--- src/rtl/des_pkg.sv ---
// Shared DES constants: permutation tables, S-boxes, FSM encoding, and permutation helpers.
// Vectors use DES numbering: for x[N:1], DES bit i is x[N+1-i].
package des_pkg;

  localparam int DES_ROUNDS = 16;

  typedef enum logic [1:0] {IDLE, ROUND, DONE} state_t;

  localparam int IP_T [64] = '{
    58, 50, 42, 34, 26, 18, 10, 2, 60, 52, 44, 36, 28, 20, 12, 4,
    62, 54, 46, 38, 30, 22, 14, 6, 64, 56, 48, 40, 32, 24, 16, 8,
    57, 49, 41, 33, 25, 17,  9, 1, 59, 51, 43, 35, 27, 19, 11, 3,
    61, 53, 45, 37, 29, 21, 13, 5, 63, 55, 47, 39, 31, 23, 15, 7};

  localparam int FP_T [64] = '{
    40, 8, 48, 16, 56, 24, 64, 32, 39, 7, 47, 15, 55, 23, 63, 31,
    38, 6, 46, 14, 54, 22, 62, 30, 37, 5, 45, 13, 53, 21, 61, 29,
    36, 4, 44, 12, 52, 20, 60, 28, 35, 3, 43, 11, 51, 19, 59, 27,
    34, 2, 42, 10, 50, 18, 58, 26, 33, 1, 41,  9, 49, 17, 57, 25};

  localparam int E_T [48] = '{
    32,  1,  2,  3,  4,  5,  4,  5,  6,  7,  8,  9,
     8,  9, 10, 11, 12, 13, 12, 13, 14, 15, 16, 17,
    16, 17, 18, 19, 20, 21, 20, 21, 22, 23, 24, 25,
    24, 25, 26, 27, 28, 29, 28, 29, 30, 31, 32,  1};

  localparam int P_T [32] = '{
    16,  7, 20, 21, 29, 12, 28, 17,  1, 15, 23, 26,  5, 18, 31, 10,
     2,  8, 24, 14, 32, 27,  3,  9, 19, 13, 30,  6, 22, 11,  4, 25};

  // Each box is row-major: index = row*16 + col, row = {b1,b6}, col = b2..b5.
  localparam int SBOX_T [8][64] = '{
    '{14, 4,13, 1, 2,15,11, 8, 3,10, 6,12, 5, 9, 0, 7,
       0,15, 7, 4,14, 2,13, 1,10, 6,12,11, 9, 5, 3, 8,
       4, 1,14, 8,13, 6, 2,11,15,12, 9, 7, 3,10, 5, 0,
      15,12, 8, 2, 4, 9, 1, 7, 5,11, 3,14,10, 0, 6,13},
    '{15, 1, 8,14, 6,11, 3, 4, 9, 7, 2,13,12, 0, 5,10,
       3,13, 4, 7,15, 2, 8,14,12, 0, 1,10, 6, 9,11, 5,
       0,14, 7,11,10, 4,13, 1, 5, 8,12, 6, 9, 3, 2,15,
      13, 8,10, 1, 3,15, 4, 2,11, 6, 7,12, 0, 5,14, 9},
    '{10, 0, 9,14, 6, 3,15, 5, 1,13,12, 7,11, 4, 2, 8,
      13, 7, 0, 9, 3, 4, 6,10, 2, 8, 5,14,12,11,15, 1,
      13, 6, 4, 9, 8,15, 3, 0,11, 1, 2,12, 5,10,14, 7,
       1,10,13, 0, 6, 9, 8, 7, 4,15,14, 3,11, 5, 2,12},
    '{ 7,13,14, 3, 0, 6, 9,10, 1, 2, 8, 5,11,12, 4,15,
      13, 8,11, 5, 6,15, 0, 3, 4, 7, 2,12, 1,10,14, 9,
      10, 6, 9, 0,12,11, 7,13,15, 1, 3,14, 5, 2, 8, 4,
       3,15, 0, 6,10, 1,13, 8, 9, 4, 5,11,12, 7, 2,14},
    '{ 2,12, 4, 1, 7,10,11, 6, 8, 5, 3,15,13, 0,14, 9,
      14,11, 2,12, 4, 7,13, 1, 5, 0,15,10, 3, 9, 8, 6,
       4, 2, 1,11,10,13, 7, 8,15, 9,12, 5, 6, 3, 0,14,
      11, 8,12, 7, 1,14, 2,13, 6,15, 0, 9,10, 4, 5, 3},
    '{12, 1,10,15, 9, 2, 6, 8, 0,13, 3, 4,14, 7, 5,11,
      10,15, 4, 2, 7,12, 9, 5, 6, 1,13,14, 0,11, 3, 8,
       9,14,15, 5, 2, 8,12, 3, 7, 0, 4,10, 1,13,11, 6,
       4, 3, 2,12, 9, 5,15,10,11,14, 1, 7, 6, 0, 8,13},
    '{ 4,11, 2,14,15, 0, 8,13, 3,12, 9, 7, 5,10, 6, 1,
      13, 0,11, 7, 4, 9, 1,10,14, 3, 5,12, 2,15, 8, 6,
       1, 4,11,13,12, 3, 7,14,10,15, 6, 8, 0, 5, 9, 2,
       6,11,13, 8, 1, 4,10, 7, 9, 5, 0,15,14, 2, 3,12},
    '{13, 2, 8, 4, 6,15,11, 1,10, 9, 3,14, 5, 0,12, 7,
       1,15,13, 8,10, 3, 7, 4,12, 5, 6,11, 0,14, 9, 2,
       7,11, 4, 1, 9,12,14, 2, 0, 6,10,13,15, 3, 5, 8,
       2, 1,14, 7, 4,10, 8,13,15,12, 9, 0, 3, 5, 6,11}};

  function automatic logic [64:1] des_ip(input logic [64:1] x);
    logic [64:1] y;
    y = '0;
    for (int j = 1; j <= 64; j++) y[7'(65 - j)] = x[7'(65 - IP_T[6'(j - 1)])];
    return y;
  endfunction

  function automatic logic [64:1] des_fp(input logic [64:1] x);
    logic [64:1] y;
    y = '0;
    for (int j = 1; j <= 64; j++) y[7'(65 - j)] = x[7'(65 - FP_T[6'(j - 1)])];
    return y;
  endfunction

  function automatic logic [48:1] des_e(input logic [32:1] x);
    logic [48:1] y;
    y = '0;
    for (int j = 1; j <= 48; j++) y[6'(49 - j)] = x[6'(33 - E_T[6'(j - 1)])];
    return y;
  endfunction

  function automatic logic [32:1] des_p(input logic [32:1] x);
    logic [32:1] y;
    y = '0;
    for (int j = 1; j <= 32; j++) y[6'(33 - j)] = x[6'(33 - P_T[5'(j - 1)])];
    return y;
  endfunction

  function automatic logic [3:0] des_sbox(input int n, input logic [5:0] b);
    return 4'(SBOX_T[3'(n)][{b[5], b[0], b[4:1]}]);
  endfunction

endpackage

--- src/rtl/des_f_function.sv ---
// DES round function f(R,K): expand, key mix, eight S-boxes, then P permutation.
module des_f_function
  import des_pkg::*;
(
  input  logic [32:1] r,
  input  logic [48:1] k,
  output logic [32:1] f
);

  logic [48:1] x;
  logic [32:1] s_out;

  assign x = des_e(r) ^ k;

  for (genvar i = 0; i < 8; i++) begin : g_sbox
    assign s_out[32-4*i -: 4] = des_sbox(i, x[48-6*i -: 6]);
  end

  assign f = des_p(s_out);

endmodule

--- src/rtl/des_round_engine.sv ---
// Iterative DES engine: one Feistel round per clock, valid/ready on both sides.
// Round keys come from the upstream scheduler and are not latched here.
module des_round_engine
  import des_pkg::*;
#(
  parameter int ROUNDS = DES_ROUNDS
)(
  input  logic        clk,
  input  logic        rst,
  input  logic        in_valid,
  output logic        in_ready,
  input  logic [64:1] data_in,
  input  logic        decrypt,
  input  logic [48:1] key1,
  input  logic [48:1] key2,
  input  logic [48:1] key3,
  input  logic [48:1] key4,
  input  logic [48:1] key5,
  input  logic [48:1] key6,
  input  logic [48:1] key7,
  input  logic [48:1] key8,
  input  logic [48:1] key9,
  input  logic [48:1] key10,
  input  logic [48:1] key11,
  input  logic [48:1] key12,
  input  logic [48:1] key13,
  input  logic [48:1] key14,
  input  logic [48:1] key15,
  input  logic [48:1] key16,
  output logic        out_valid,
  input  logic        out_ready,
  output logic [64:1] data_out,
  output logic        busy
);

  state_t      state;
  logic [32:1] l_q, r_q;
  logic [4:0]  rnd;
  logic        dec_q;

  logic [48:1] keys [16];
  logic [4:0]  k_idx;
  logic [48:1] k_sel;
  logic [32:1] f_out;
  logic [32:1] r_new;
  logic        accept;

  assign keys = '{key1, key2, key3, key4, key5, key6, key7, key8,
                  key9, key10, key11, key12, key13, key14, key15, key16};

  // Decryption walks the same schedule backwards: round n uses key(17-n).
  always_comb begin
    k_idx = dec_q ? 5'(17 - int'(rnd)) : rnd;
    k_sel = '0;
    for (int i = 0; i < 16; i++)
      if (k_idx == 5'(i + 1)) k_sel = keys[4'(i)];
  end

  des_f_function u_f (
    .r (r_q),
    .k (k_sel),
    .f (f_out)
  );

  assign r_new    = l_q ^ f_out;
  assign in_ready = !rst && ((state == IDLE) || (state == DONE && out_ready));
  assign accept   = in_valid && in_ready;

  always_ff @(posedge clk or posedge rst) begin
    if (rst) begin
      state     <= IDLE;
      l_q       <= '0;
      r_q       <= '0;
      rnd       <= '0;
      dec_q     <= 1'b0;
      data_out  <= '0;
      out_valid <= 1'b0;
      busy      <= 1'b0;
    end else if (accept) begin
      // Also covers the DONE back-to-back case: old result is consumed on this edge.
      {l_q, r_q} <= des_ip(data_in);
      rnd        <= 5'd1;
      dec_q      <= decrypt;
      out_valid  <= 1'b0;
      busy       <= 1'b1;
      state      <= ROUND;
    end else begin
      case (state)
        ROUND: begin
          l_q <= r_q;
          r_q <= r_new;
          if (rnd == 5'(ROUNDS)) begin
            // Undo the last swap: output is FP(R16 || L16).
            data_out  <= des_fp({r_new, r_q});
            out_valid <= 1'b1;
            busy      <= 1'b0;
            rnd       <= '0;
            state     <= DONE;
          end else begin
            rnd <= rnd + 5'd1;
          end
        end
        DONE: begin
          if (out_ready) begin
            out_valid <= 1'b0;
            state     <= IDLE;
          end
        end
        default: state <= IDLE;
      endcase
    end
  end

endmodule

--- config.mk ---
export PLATFORM = sky130hd
export DESIGN_NAME = des_round_engine
export DESIGN_NICKNAME = d
export VERILOG_FILES = /design/src/rtl/des_pkg.sv /design/src/rtl/des_f_function.sv /design/src/rtl/des_round_engine.sv
export SDC_FILE = /design/constraint.sdc
export NUM_CORES = 1
export LEC_CHECK = 0
export BUFFER_PORTS_ARGS = -buffer_cell sky130_fd_sc_hd__buf_2
export CORE_AREA = 2 2 350 352
export CTS_CLUSTER_SIZE = 8
export DETAILED_ROUTE_END_ITERATION = 8
export DIE_AREA = 0 0 352 354
export HOLD_SLACK_MARGIN = 0.02
export SYNTH_ARGS = -nofsm -noshare
export SYNTH_HDL_FRONTEND = slang
export SYNTH_SLANG_ARGS = --single-unit
--- constraint.sdc ---
create_clock -name clk -period 7.45 [get_ports clk]
set_input_delay 1.49 -clock clk [delete_from_list [all_inputs] [get_ports clk]]
set_output_delay 1.49 -clock clk [all_outputs]
set_load 0.005 [all_outputs]
==> results.cfg <==
[status]
status = completed

[cells_and_area]
final_area_mm2 = 0.005983
mostFrequentLayoutCells = buf_2, conb_1, nand2_1, nor2_1, a21oi_1
nNetsFinal = 1419
mostFrequentLayoutCell = buf_2
n_antenna_cell = 0
finalCoreUtilization_pct = 4.948
syn2layout_area_growth_pct = 64.56
drive_gt1_share_pct = 26.75

[worst_setup_path]
path_class = flip-flop to flip-flop
arrival_ns = 5.35
cp-start-kind = flip-flop
crit_slowest_cell = dfrtp_1
r2r-start = rnd[1]$_DFFE_PP0P_
endpoint_kind = flip-flop
cp_slowest_stage_delay_ns = 0.71
reg2reg_depth = 13
cp.required_ns = 7.58
cp_max_fo = 21
timing.rr.end = r_q[17]$_DFFE_PP0P_
r2r_slack_ns = 2.23
crit_buf_inv = 1
critical_path.top_delay_family = compound AO/OA/AOI/OAI gates
path_cells = inv_1 -> ha_1 -> xnor2_2 -> a41o_1 -> nand3_1 -> o22ai_1 -> a31oi_4 -> xor2_2 -> mux2_2 -> o211a_1 -> a211oi_2 -> xnor2_1 -> a21oi_1

[cts]
numCtsBuffers = 3
post_cts_resized = 0
cts_setup_buffers = 0
postCtsHoldBufs = 0
htreeDepth = 1
clk_path_buf_depth = 2
clk_pin_slew_ns = 0.06
root_buffer = clkbuf_16
cts.sink_count = 22
cts_tree = yes
clkLatencyLatePin_ns = 0.25

[floorplan]
io_pins = 904
fp.dieH_um = 354
die_w_um = 352
rows = 128
floorplan.initialDensity_pct = 3.007
die-area_mm2 = 0.1246
core_mm2 = 0.1209

[route]
wirelength_um = 23840
vias_per_cell = 1.926
wl_per_cell_um = 10.85
antenna_left = 0
drtIter0Drc = 330
vias = 4232
firstDrtPassIters = 5
remaining_drc_errors = 0

[min_path]
hp-class = flip-flop to flip-flop
hp-start = l_q[20]$_DFFE_PP0P_
holdPathEnd = l_q[20]$_DFFE_PP0P_
min_path_cells = 2

[power]
powerDensity_mw_per_mm2 = 441.1
leakage_nw = 1.903
ir_drop_v = 0.0002150

[yosys]
syn-mean-instance-area_um2 = 7.528
syn-cell-area_mm2 = 0.003636
ys_types = 85
synthFlopType = dfrtp_1
syn-instance-count = 483
async_reset_ff_share_pct = 100.0
synth_edf_count = 0
ys_ff_latch = 22
yosys_warnings = 0
synth.yosys.seq_area_share_pct = 15.14

[sta]
slew_headroom_pct = 30.64
timing.final.crit_share_pct = 70.11
finClkSkew_ns = 0.001641
maxSlewViolCount = 0
setup_tns_ns = 0
fmax_mhz = 191.5
hold_violations = 0
grt_setup_unrepaired = no
setup_viol = 0
fin_crit_ns = 5.223
tightestPinTransition_ns = 1.039

[flow_run]
maxCapViolCount = 0

[grt]
overflow = 0
antenna_found_initial = 38
first_global_vias = 3685
gr-usage-all-layers_pct = 3.610
grt_max_degree = 37
grt_pass1_wl_um = 31080

[place]
hpwl_um = 20610
io_buffers = 112
placed_area_mm2 = 0.005878
globalplace.congestion = 0.8491
worst reg2reg max path: cells and delay by family, from the launching register on:
family / cells / cell delay [ns]
and+or+nand+nor: 1 / 0.59
buffers and inverters: 1 / 0.52
DFF: 1 / 0.71
AOI/OAI and AO/OA: 6 / 1.63
xor gates and xnor gates: 3 / 0.86
muxes: 1 / 0.39
adders and majority gates: 1 / 0.40
sequential cells by signal, indices dropped and copies added, names as in the netlist:
register,cells
data_out,6
rnd,5
l_q,3
r_q,3
state,2
busy,1
dec_q,1
out_valid,1
worst max-delay path by stage:
stage,startpoint,end,slack (ns),cells after the start
after floorplan,rnd[1]$_DFFE_PP0P_,r_q[20]$_DFFE_PP0P_,3.51,18
after global placement,rnd[1]$_DFFE_PP0P_,r_q[17]$_DFFE_PP0P_,2.41,13
after detailed placement,rnd[1]$_DFFE_PP0P_,data_out[61]$_DFFE_PP0P_,2.37,13
after CTS,rnd[1]$_DFFE_PP0P_,data_out[61]$_DFFE_PP0P_,2.38,13
after global routing,rnd[1]$_DFFE_PP0P_,r_q[17]$_DFFE_PP0P_,2.01,13
final,rnd[1]$_DFFE_PP0P_,r_q[17]$_DFFE_PP0P_,2.23,13
cell usage after synthesis, drive strengths merged (7+ instances only):
library cell  number  share of area (%)
nand3              9                1.2
dfrtp             22                 15
a31oi             10                2.3
ha                 9                3.1
inv               15                1.6
nand2b             7                1.2
mux2i              9                2.5
xor2               7                2.6
o21ai             30                4.2
mux2               9                2.9
clkbuf             9               0.93
o22ai             12                2.1
nand4              7                1.2
buf               78                 15
nor3              11                1.7
a21oi             28                3.9
nor2              39                4.1
nand2             55                5.7
report_power, final:
part	switching [mW]	internal (mW)	total (mW)
combinational	1.34	0.860	2.20
sequential	0.107	0.178	0.285
clock	0.0468	0.107	0.154
per-stage QoR:
stage,total power [mW],worst slack (ns),instances,hold slack [ns]
final,2.639,2.227,2197,0.5107
after global routing,2.834,2.014,2197,0.5205
after CTS,2.593,2.381,2197,0.5098
after detailed placement,2.429,2.367,2193,0.4882
after global placement,2.405,2.407,2193,0.4802
after floorplan,1.965,3.507,540,0.4658
logic make-up (layout without fill, tap and decap cells):
| group | after synthesis | count (layout) | share of synthesized area [%] |
|---|---|---|---|
| adder cells (fa/ha/maj) | 9 | 9 | 3.097 |
| AND/OR/NAND/NOR | 165 | 165 | 22.71 |
| multiplexers | 18 | 18 | 5.368 |
| flip-flops | 22 | 22 | 15.14 |
| buffers and inverters | 102 | 134 | 17.79 |
| AO/OA/AOI/OAI | 153 | 153 | 31.11 |
| XOR/XNOR | 13 | 13 | 4.680 |
| other | 1 | 58 | 0.1031 |
metal layers:
layer  part of all wire, %  up-vias  track usage [%]  routed length, µm
li1                      -     1850                -                  -
met1                    52     1933            6.043              12520
met2                    34      388            4.504               8124
met3                    11       51           0.8918               2741
met4                   1.7       10           0.3176                400
met5                  0.25        -                0                 60
cell type report:
type,count,area [µm²]
inverter,15,58.81
tap,1625,2033
timing repair buffer,115,583.1
clock inverter,1,30.03
clock buffer,3,75.07
sequential,22,550.5
multi-input combinational,416,2653
fill,14380,114900
Power figures use the tool's default switching activity.
